[src/rtl/prog_loader_if.sv]
// Host byte stream in, memory load port and CPU hold/status out, for prog_loader.
interface prog_loader_if;
  logic       s_valid;
  logic [7:0] s_data;
  logic       s_ready;
  logic [7:0] entera;
  logic [7:0] enterd;
  logic       mem_we;
  logic       cpu_hold;
  logic       busy;
  logic       load_done;
  logic       load_err;

  modport master (
    output s_valid, s_data,
    input  s_ready, entera, enterd, mem_we, cpu_hold, busy, load_done, load_err
  );

  modport slave (
    input  s_valid, s_data,
    output s_ready, entera, enterd, mem_we, cpu_hold, busy, load_done, load_err
  );
endinterface

[src/rtl/prog_loader.sv]
// Program loader: ADDR, LEN, LEN data bytes (+CSUM when LOADER_CHECKSUM_EN) written to memory load port.
// Latency: write strobe/addr/data one cycle after byte accept; load_done and cpu_hold fall registered at last-byte accept.
// Backpressure: none; s_ready is high every cycle out of reset and s_valid low simply stalls the current state.
module prog_loader #(
  parameter bit HOLD_AT_RESET = 1'b1
) (
  input logic         clk,
  input logic         rst,
  prog_loader_if.slave bus
);

  typedef enum logic [1:0] {
    ST_IDLE = 2'd0,
    ST_LEN  = 2'd1,
`ifdef LOADER_CHECKSUM_EN
    ST_DATA = 2'd2,
    ST_CSUM = 2'd3
`else
    ST_DATA = 2'd2
`endif
  } state_t;

  state_t     state_q;
  logic       s_ready_q;
  logic [7:0] ptr_q;
  logic [8:0] cnt_q;
  logic [7:0] entera_q;
  logic [7:0] enterd_q;
  logic       mem_we_q;
  logic       cpu_hold_q;
  logic       load_done_q;
  logic       accept;
  logic [7:0] ptr_d;

  assign accept = bus.s_valid & s_ready_q;
  assign ptr_d  = ptr_q + 8'd1;

`ifdef LOADER_CHECKSUM_EN
  logic [7:0] sum_q;
  logic [7:0] sum_d;
  logic       load_err_q;

  assign sum_d = sum_q + bus.s_data;
`endif

  always_ff @(posedge clk or posedge rst) begin
    if (rst) begin
      state_q     <= ST_IDLE;
      s_ready_q   <= 1'b0;
      ptr_q       <= 8'd0;
      cnt_q       <= 9'd0;
      entera_q    <= 8'd0;
      enterd_q    <= 8'd0;
      mem_we_q    <= 1'b0;
      cpu_hold_q  <= HOLD_AT_RESET;
      load_done_q <= 1'b0;
`ifdef LOADER_CHECKSUM_EN
      sum_q       <= 8'd0;
      load_err_q  <= 1'b0;
`endif
    end else begin
      s_ready_q   <= 1'b1;
      mem_we_q    <= 1'b0;
      load_done_q <= 1'b0;
      if (accept) begin
        case (state_q)
          ST_IDLE: begin
            ptr_q      <= bus.s_data;
            cpu_hold_q <= 1'b1;
`ifdef LOADER_CHECKSUM_EN
            load_err_q <= 1'b0;
`endif
            state_q    <= ST_LEN;
          end
          ST_LEN: begin
            // LEN of zero encodes a full 256-byte page
            cnt_q   <= (bus.s_data == 8'd0) ? 9'd256 : {1'b0, bus.s_data};
`ifdef LOADER_CHECKSUM_EN
            sum_q   <= 8'd0;
`endif
            state_q <= ST_DATA;
          end
          ST_DATA: begin
            entera_q <= ptr_q;
            enterd_q <= bus.s_data;
            mem_we_q <= 1'b1;
            ptr_q    <= ptr_d;
            cnt_q    <= cnt_q - 9'd1;
`ifdef LOADER_CHECKSUM_EN
            sum_q    <= sum_d;
            if (cnt_q == 9'd1) begin
              state_q <= ST_CSUM;
            end
`else
            if (cnt_q == 9'd1) begin
              state_q     <= ST_IDLE;
              load_done_q <= 1'b1;
              cpu_hold_q  <= 1'b0;
            end
`endif
          end
`ifdef LOADER_CHECKSUM_EN
          ST_CSUM: begin
            // A bad checksum leaves the CPU held so a corrupt image never runs
            if (bus.s_data == sum_q) begin
              load_done_q <= 1'b1;
              cpu_hold_q  <= 1'b0;
            end else begin
              load_err_q  <= 1'b1;
            end
            state_q <= ST_IDLE;
          end
`endif
          default: state_q <= ST_IDLE;
        endcase
      end
    end
  end

  assign bus.s_ready   = s_ready_q;
  assign bus.entera    = entera_q;
  assign bus.enterd    = enterd_q;
  assign bus.mem_we    = mem_we_q;
  assign bus.cpu_hold  = cpu_hold_q;
  assign bus.busy      = (state_q != ST_IDLE);
  assign bus.load_done = load_done_q;
`ifdef LOADER_CHECKSUM_EN
  assign bus.load_err  = load_err_q;
`else
  assign bus.load_err  = 1'b0;
`endif

endmodule

[src/flat_wrapper.sv]
// flat-port wrapper written by rule: the top's interface ports become plain ports
module prog_loader_flat 
#(
  parameter bit HOLD_AT_RESET = 1'b1
)
  (clk, rst, bus_s_valid, bus_s_data, bus_s_ready, bus_entera, bus_enterd, bus_mem_we, bus_cpu_hold, bus_busy, bus_load_done, bus_load_err);
  prog_loader_if bus_i ();
  input logic clk;
  input logic rst;
  input wire logic [$bits(bus_i.s_valid)-1:0] bus_s_valid;
  input wire logic [$bits(bus_i.s_data)-1:0] bus_s_data;
  output wire logic [$bits(bus_i.s_ready)-1:0] bus_s_ready;
  output wire logic [$bits(bus_i.entera)-1:0] bus_entera;
  output wire logic [$bits(bus_i.enterd)-1:0] bus_enterd;
  output wire logic [$bits(bus_i.mem_we)-1:0] bus_mem_we;
  output wire logic [$bits(bus_i.cpu_hold)-1:0] bus_cpu_hold;
  output wire logic [$bits(bus_i.busy)-1:0] bus_busy;
  output wire logic [$bits(bus_i.load_done)-1:0] bus_load_done;
  output wire logic [$bits(bus_i.load_err)-1:0] bus_load_err;
  assign bus_i.s_valid = bus_s_valid;
  assign bus_i.s_data = bus_s_data;
  assign bus_s_ready = bus_i.s_ready;
  assign bus_entera = bus_i.entera;
  assign bus_enterd = bus_i.enterd;
  assign bus_mem_we = bus_i.mem_we;
  assign bus_cpu_hold = bus_i.cpu_hold;
  assign bus_busy = bus_i.busy;
  assign bus_load_done = bus_i.load_done;
  assign bus_load_err = bus_i.load_err;
  prog_loader #(.HOLD_AT_RESET(HOLD_AT_RESET)) u_core (.clk(clk), .rst(rst), .bus(bus_i));
endmodule
[config.mk]
export PLATFORM = sky130hd
export DESIGN_NAME = prog_loader_flat
export DESIGN_NICKNAME = d
export VERILOG_FILES = /design/src/rtl/prog_loader_if.sv /design/src/rtl/prog_loader.sv /design/src/flat_wrapper.sv
export SDC_FILE = /design/constraint.sdc
export NUM_CORES = 1
export LEC_CHECK = 0
export ABC_AREA = 1
export CORE_MARGIN = 2
export CORE_UTILIZATION = 35
export CTS_CLUSTER_DIAMETER = 200
export DETAILED_ROUTE_END_ITERATION = 10
export SYNTH_ARGS = -nofsm -noshare
export SYNTH_HDL_FRONTEND = slang
export SYNTH_SLANG_ARGS = --single-unit
[constraint.sdc]
create_clock -name clk -period 1.5 [get_ports clk]
set_input_delay 0.3 -clock clk [delete_from_list [all_inputs] [get_ports clk]]
set_output_delay 0.3 -clock clk [all_outputs]
set_load 0.05 [all_outputs]
==> results_dict.tcl, run 1 <==
set metrics [dict create \
    outcome "complete, no violations" \
    worstPathMaxFanout 3 \
    clk_latency_ns 0.30 \
    dieArea_um2 6610 \
    hold_viol 0 \
    r2r-start "u_core.state_q[1]" \
    synth_top_area_share_pct 45.5 \
    pre_cts_slack_ns -0.0668 \
    antennaDiodeCount 0 \
    maxCapViolCount 0 \
    design_area_um2 3050 \
    via_per_inst 4.61 \
    syn_area_per_cell_um2 7.89 \
    post-route-period-util_pct 96.1 \
    grt.overflow.total 0 \
    worst-setup-path-type "reg -> out" \
    synth_edf_count 0 \
    hold_slack_ns 0.354 \
    async_reset_ff_share_pct 100 \
    worstReg2RegEnd "u_core.cnt_q[3]" \
    wirelength_mm 4.57 \
    place_hpwl_mm 3.37 \
    placed_area_um2 2820 \
    dr.pass1.iters 4 \
    syn_nets 283 \
    area_growth_pct 45.8 \
    clockBufferDepth 2 \
    nets 339 \
    die_y_um 81.3 \
    worst_setup_path_start_kind "flop" \
    drt-wirelength-per-cell_um 11.5 \
    rows 28 \
    setup_violations 0 \
    start_util_pct 35.8 \
    htree_levels 2 \
    power_density_nw_per_um2 2190 \
    synth_area_leaders "dfrtp_1 (45%), nand2_1 (13%), inv_1 (6.1%)" \
    max_freq_mhz 694 \
    critPathCaptureType "primary output" \
    grt_max_degree 40 \
    totalNegativeSetupSlack_ns 0 \
    drive_gt1_share_pct 25.5 \
    place_congestion 0.804 \
    clk_pin_slew_ns 0.08 \
    drc 0 \
    die_w_um 81.3 \
    clock_skew_ns 0.00683 \
    grt_pass1_vias 1710 \
    rrSetupSlack_ns 0.08 \
    finalWorstSetupSlack_ns 0.0589 \
    antenna_found_initial 0 \
    cp_data_required_time_ns 1.20 \
    core-area_um2 5850 \
    synth-seq-cells 39 \
    cts_root_buf "clkbuf_8" \
    vias 1831 \
    synth.cell_area_um2 2090 \
    cts_sinks 39 \
    syn_inst 265 \
    synth_top_area_cell "dfrtp_1" \
    ys.flop_type "dfrtp_1" \
    drt-initial-drc-count 60 \
    min_period_ns 1.44 \
    drtAntennaViolNets 0 \
    hold_class "in -> async" \
    numCtsBuffers 5 \
    critPathLaunch "u_core.state_q[0]" \
    leakagePower_nw 1.51 \
    pin_count 33 \
    endpoint "bus_busy" \
    vdd_drop_max_mv 1.04 \
    grt_pass1_wl_mm 7.69 \
    r2r_cells 8 \
    synth-seq-area-share_pct 46.7 \
    portBuffers 31 \
    yosysUniqueCellTypes 28 \
    grt_use_total_pct 15.0 \
    yosys_warnings 0 \
    slew_viol_final 0 \
    cts_tree "built" \
    cp.arrival_ns 1.14 \
]
layout by cell type, fill, tap and decap left out, types with 10 or more instances in the layout:
cell and instances:
nand3_1 12, o21ai_0 17, buf_4 22, buf_12 22, inv_1 30, nor2_1 30, clkdlybuf4s50_1 10, nand2_1 72
o21ai_2 12, dfrtp_1 38
cell usage after synthesis (3+ instances only):
| cell | number |
|---|---|
| nand3_1 | 14 |
| a21oi_1 | 7 |
| ha_1 | 7 |
| inv_1 | 34 |
| buf_4 | 4 |
| o21ai_2 | 12 |
| inv_2 | 3 |
| nor2_1 | 31 |
| nand2_1 | 72 |
| o21ai_0 | 20 |
| dfrtp_1 | 38 |
critical path: stages, from the launching register on:
cell and delay (ns):
dfrtp_1 0.39, inv_2 0.12, ha_4 0.16, inv_2 0.04, buf_12 0.13
final cells by class:
cell class	instances	area (um^2)
inverter	38	150
clock buffer	6	72.6
timing repair buffer	56	746
multi-input combinational	181	950
tap	75	93.8
clock inverter	2	60.1
sequential	39	977
fill	546	2800
logic make-up (layout without fill, tap and decap cells):
family | after synthesis | count (layout) | share of synthesized area, %
compound gates | 47 | 47 | 14.2
xor+xnor | 1 | 1 | 0.419
fa+ha+maj | 7 | 7 | 4.19
buf+inv | 45 | 102 | 9.69
flops | 39 | 39 | 46.7
other cells | 2 | 2 | 0.359
simple gates | 124 | 124 | 24.5
layer usage:
metal  track usage [%]  wire length [um]
met5                 0                 0
met4              7.29               112
met3              3.11               195
met2              24.0              2080
met1              19.3              2190
sequential cells by signal, summed over array words and instances, names as in the netlist:
register and count:
u_core.bus.cpu_hold 1, u_core.bus.entera 8, u_core.bus.enterd 8, u_core.bus.load_done 1
u_core.bus.mem_we 1, u_core.bus.s_ready 1, u_core.cnt_q 9, u_core.ptr_q 8
u_core.state_q 2
stage by stage:
step	util, %	power [mW]	cells
after floorplan	-	3.88	265
after global placement	48.2	5.37	385
after detailed placement	48.2	5.43	385
after CTS	50.6	6.51	393
after global routing	52.1	7.14	397
final	52.1	6.68	397
how the worst min path moves through the flow:
stage                       from              endpoint  slack (ns)
2_1_floorplan      bus_s_data[0]  u_core.bus.enterd[0]        0.42
6_report                     rst     u_core.bus.mem_we        0.35
4_1_cts                      rst  u_core.bus.enterd[0]        0.36
5_1_grt                      rst  u_core.bus.enterd[0]        0.38
3_3_place_gp   u_core.state_q[1]     u_core.state_q[1]        0.49
3_5_place_dp   u_core.state_q[1]     u_core.state_q[1]        0.49
report_power, final:
part | switching [mW] | internal (mW) | leakage (nW) | total (mW)
logic | 1.98 | 1.70 | 0.971 | 3.69
registers | 0.454 | 1.50 | 0.474 | 1.95
clock network | 0.377 | 0.665 | 0.0654 | 1.04
total | 2.81 | 3.86 | 1.51 | 6.68
what timing repair did:
action                     in CTS  in global routing
hold buffers                    0                  0
gates cloned                    0                  1
setup endpoints to repair      16                 20
gates resized for setup         5                 13
pin swaps                       0                  1
buffers inserted                0                  3
Power figures use the tool's default switching activity.
==> run 2: changes to the inputs <==
- CORE_ASPECT_RATIO: default -> 1.1
- clock period: 1.5 -> 1.17 ns (I/O delays scaled with it)
==> run 2 against run 1 <==
The flow now finishes with violations (setup timing); clock power is 11% higher; cell area is 20% higher; clock-buffer cell count is 1 lower; global-route usage is 1.9 points higher; cell count is 10% higher; total power is 50% higher; combinational power is 69% higher; first-iteration DRC count grew to 2.6 times the previous value; die area hardly changed; non-clock buffer count is 36 higher; worst setup slack worse by 0.41 ns; critical path type unchanged; highest routed layer unchanged.
==> results_dict.tcl, run 2 (synthesis results as in run 1) <==
set metrics [dict create \
    drc 0 \
    rows 29 \
    maxCapViolCount 0 \
    pin_count 33 \
    finalWorstSetupSlack_ns -0.350 \
    numCtsBuffers 5 \
    switchingPower_mw 4.36 \
    worst_setup_path_start_kind "flop" \
    cp.arrival_ns 1.29 \
    grt_pass1_wl_mm 8.87 \
    outcome "finished with violations" \
    vdd_drop_max_mv 1.20 \
    sw_frac_of_total_pct 43.7 \
    post-route-period-util_pct 130 \
    p_seq_share_pct 26.0 \
    layout_commonest_cell "nand2_1" \
    hold_viol 0 \
    setup_violations 41 \
    rsz0062_at_grt "true" \
    place_congestion 0.839 \
    power_density_nw_per_um2 2720 \
    worstReg2RegEnd "u_core.ptr_q[7]" \
    max_freq_mhz 658 \
    die_y_um 85.1 \
    cts_root_buf "clkbuf_8" \
    rrSetupSlack_ns -0.35 \
    core-area_um2 5770 \
    grt_max_degree 29 \
    antenna_found_initial 0 \
    drive_gt1_share_pct 47.9 \
    totalNegativeSetupSlack_ns -9.86 \
    min_period_ns 1.52 \
    hold_slack_ns 0.295 \
    cp_data_required_time_ns 0.94 \
    critPathCaptureType "primary output" \
    via_per_inst 4.72 \
    vias 2068 \
    area_growth_pct 75.3 \
    drtAntennaViolNets 0 \
    cts_tree "built" \
    cp_slowest_stage_delay_ns 0.42 \
    r2r-start "u_core.state_q[1]" \
    combPwrFrac_pct 62.5 \
    start_util_pct 36.3 \
    hold_class "in -> async" \
    worst-setup-path-type "reg -> out" \
    place_hpwl_mm 3.98 \
    drt-initial-drc-count 153 \
    p_int_mw 5.63 \
    p_clk_share_pct 11.5 \
    grt.overflow.total 0 \
    cp_top_family "buffers and inverters" \
    antennaDiodeCount 0 \
    htree_levels 2 \
    final.fill_count 451 \
    crit_slowest_cell "dfrtp_1" \
    path_cells "inv_2 > ha_4 > buf_6 > clkinvlp_4 > buf_12" \
    dr.pass1.iters 4 \
    worst-path-buf-inv 4 \
    cts_sinks 39 \
    clock_skew_ns 0.00699 \
    wirelength_mm 6.01 \
    r2r_cells 8 \
    violations "setup timing" \
    largest_reg_flops 9 \
    grt_use_total_pct 16.9 \
    layout_common_cells "nand2_1 (52), buf_4 (45), dfrtp_1 (30)" \
    slew_viol_final 0 \
    largest-register "u_core.cnt_q" \
    clk_latency_ns 0.30 \
    die_w_um 77.7 \
    hold_buffers 0 \
    worstPathMaxFanout 2 \
    dieArea_um2 6610 \
    clk_pin_slew_ns 0.09 \
    leakagePower_nw 1.73 \
    portBuffers 31 \
    drt-wirelength-per-cell_um 13.7 \
    nets 378 \
    grt_pass1_vias 1949 \
    clockBufferDepth 2 \
]
## run 2: metrics by stage
stage	power [mW]	worst slack (ns)	cell area (um^2)	utilization, %	instances
after floorplan	5.22	-0.131	2170	-	265
after global placement	7.57	-0.277	3050	52.9	408
after detailed placement	7.70	-0.333	3050	52.9	408
after CTS	9.14	-0.310	3290	57.0	422
after global routing	10.6	-0.422	3670	63.6	438
final	9.99	-0.350	3670	63.6	438
## run 2: worst max-delay path by stage
stage | slack [ns] | cells past startpoint | end | startpoint
after floorplan | -0.13 | 8 | u_core.cnt_q[6] | u_core.state_q[1]
after global placement | -0.28 | 6 | u_core.cnt_q[3] | bus_s_valid
after detailed placement | -0.33 | 6 | u_core.cnt_q[3] | bus_s_valid
after CTS | -0.31 | 5 | bus_busy | u_core.state_q[1]
after global routing | -0.42 | 8 | u_core.ptr_q[2] | u_core.state_q[0]
final | -0.35 | 5 | bus_busy | u_core.state_q[1]
## run 2: tightest hold or removal path: stages
cell,delay [ns]
clkdlybuf4s50_1,0.39
inv_1,0.12
buf_12,0.20
## run 2: final cells by class
cell class / instances / area [um^2] / share of cell area [%]
Clock inverter: 3 / 43.8 / 1.19
Timing Repair Buffer: 92 / 1060 / 29.0
Inverter: 38 / 174 / 4.74
Sequential cell: 39 / 987 / 26.9
Multi-Input combinational cell: 181 / 1200 / 32.7
Tap cell: 77 / 96.3 / 2.63
Timing Repair inverter: 3 / 35.0 / 0.955
Clock buffer: 5 / 68.8 / 1.88
## run 2: power by group through the flow
| stage | clock network, mW | registers, mW | logic (mW) |
|---|---|---|---|
| 6_report | 1.15 | 2.60 | 6.24 |
| 5_1_grt | 1.21 | 2.66 | 6.70 |
| 4_1_cts | 1.17 | 2.48 | 5.49 |
| 3_5_place_dp | 0 | 2.50 | 5.20 |
| 3_3_place_gp | 0 | 2.47 | 5.10 |
| 2_1_floorplan | 0 | 3.21 | 2.01 |
## run 2: what timing repair did
item | CTS | global route
pin swaps | 7 | 14
cloned | 0 | 3
endpoints found under the setup margin | 40 | 41
buffers inserted | 6 | 13
resized for setup | 31 | 71
## run 2: metal layers
layer | GRT usage [%] | vias up | share of wire (%)
met4 | 6.01 | 0 | 1.9
li1 | - | 1029 | -
met1 | 20.6 | 984 | 41
met3 | 3.19 | 11 | 3.1
met2 | 29.9 | 44 | 54
met5 | 0 | - | 0
==> run 3: changes to the inputs <==
- TNS_END_PERCENT: default -> 100
==> results of run 3 <==
The final DEF is identical to that of run 2; final timing and power are the same.
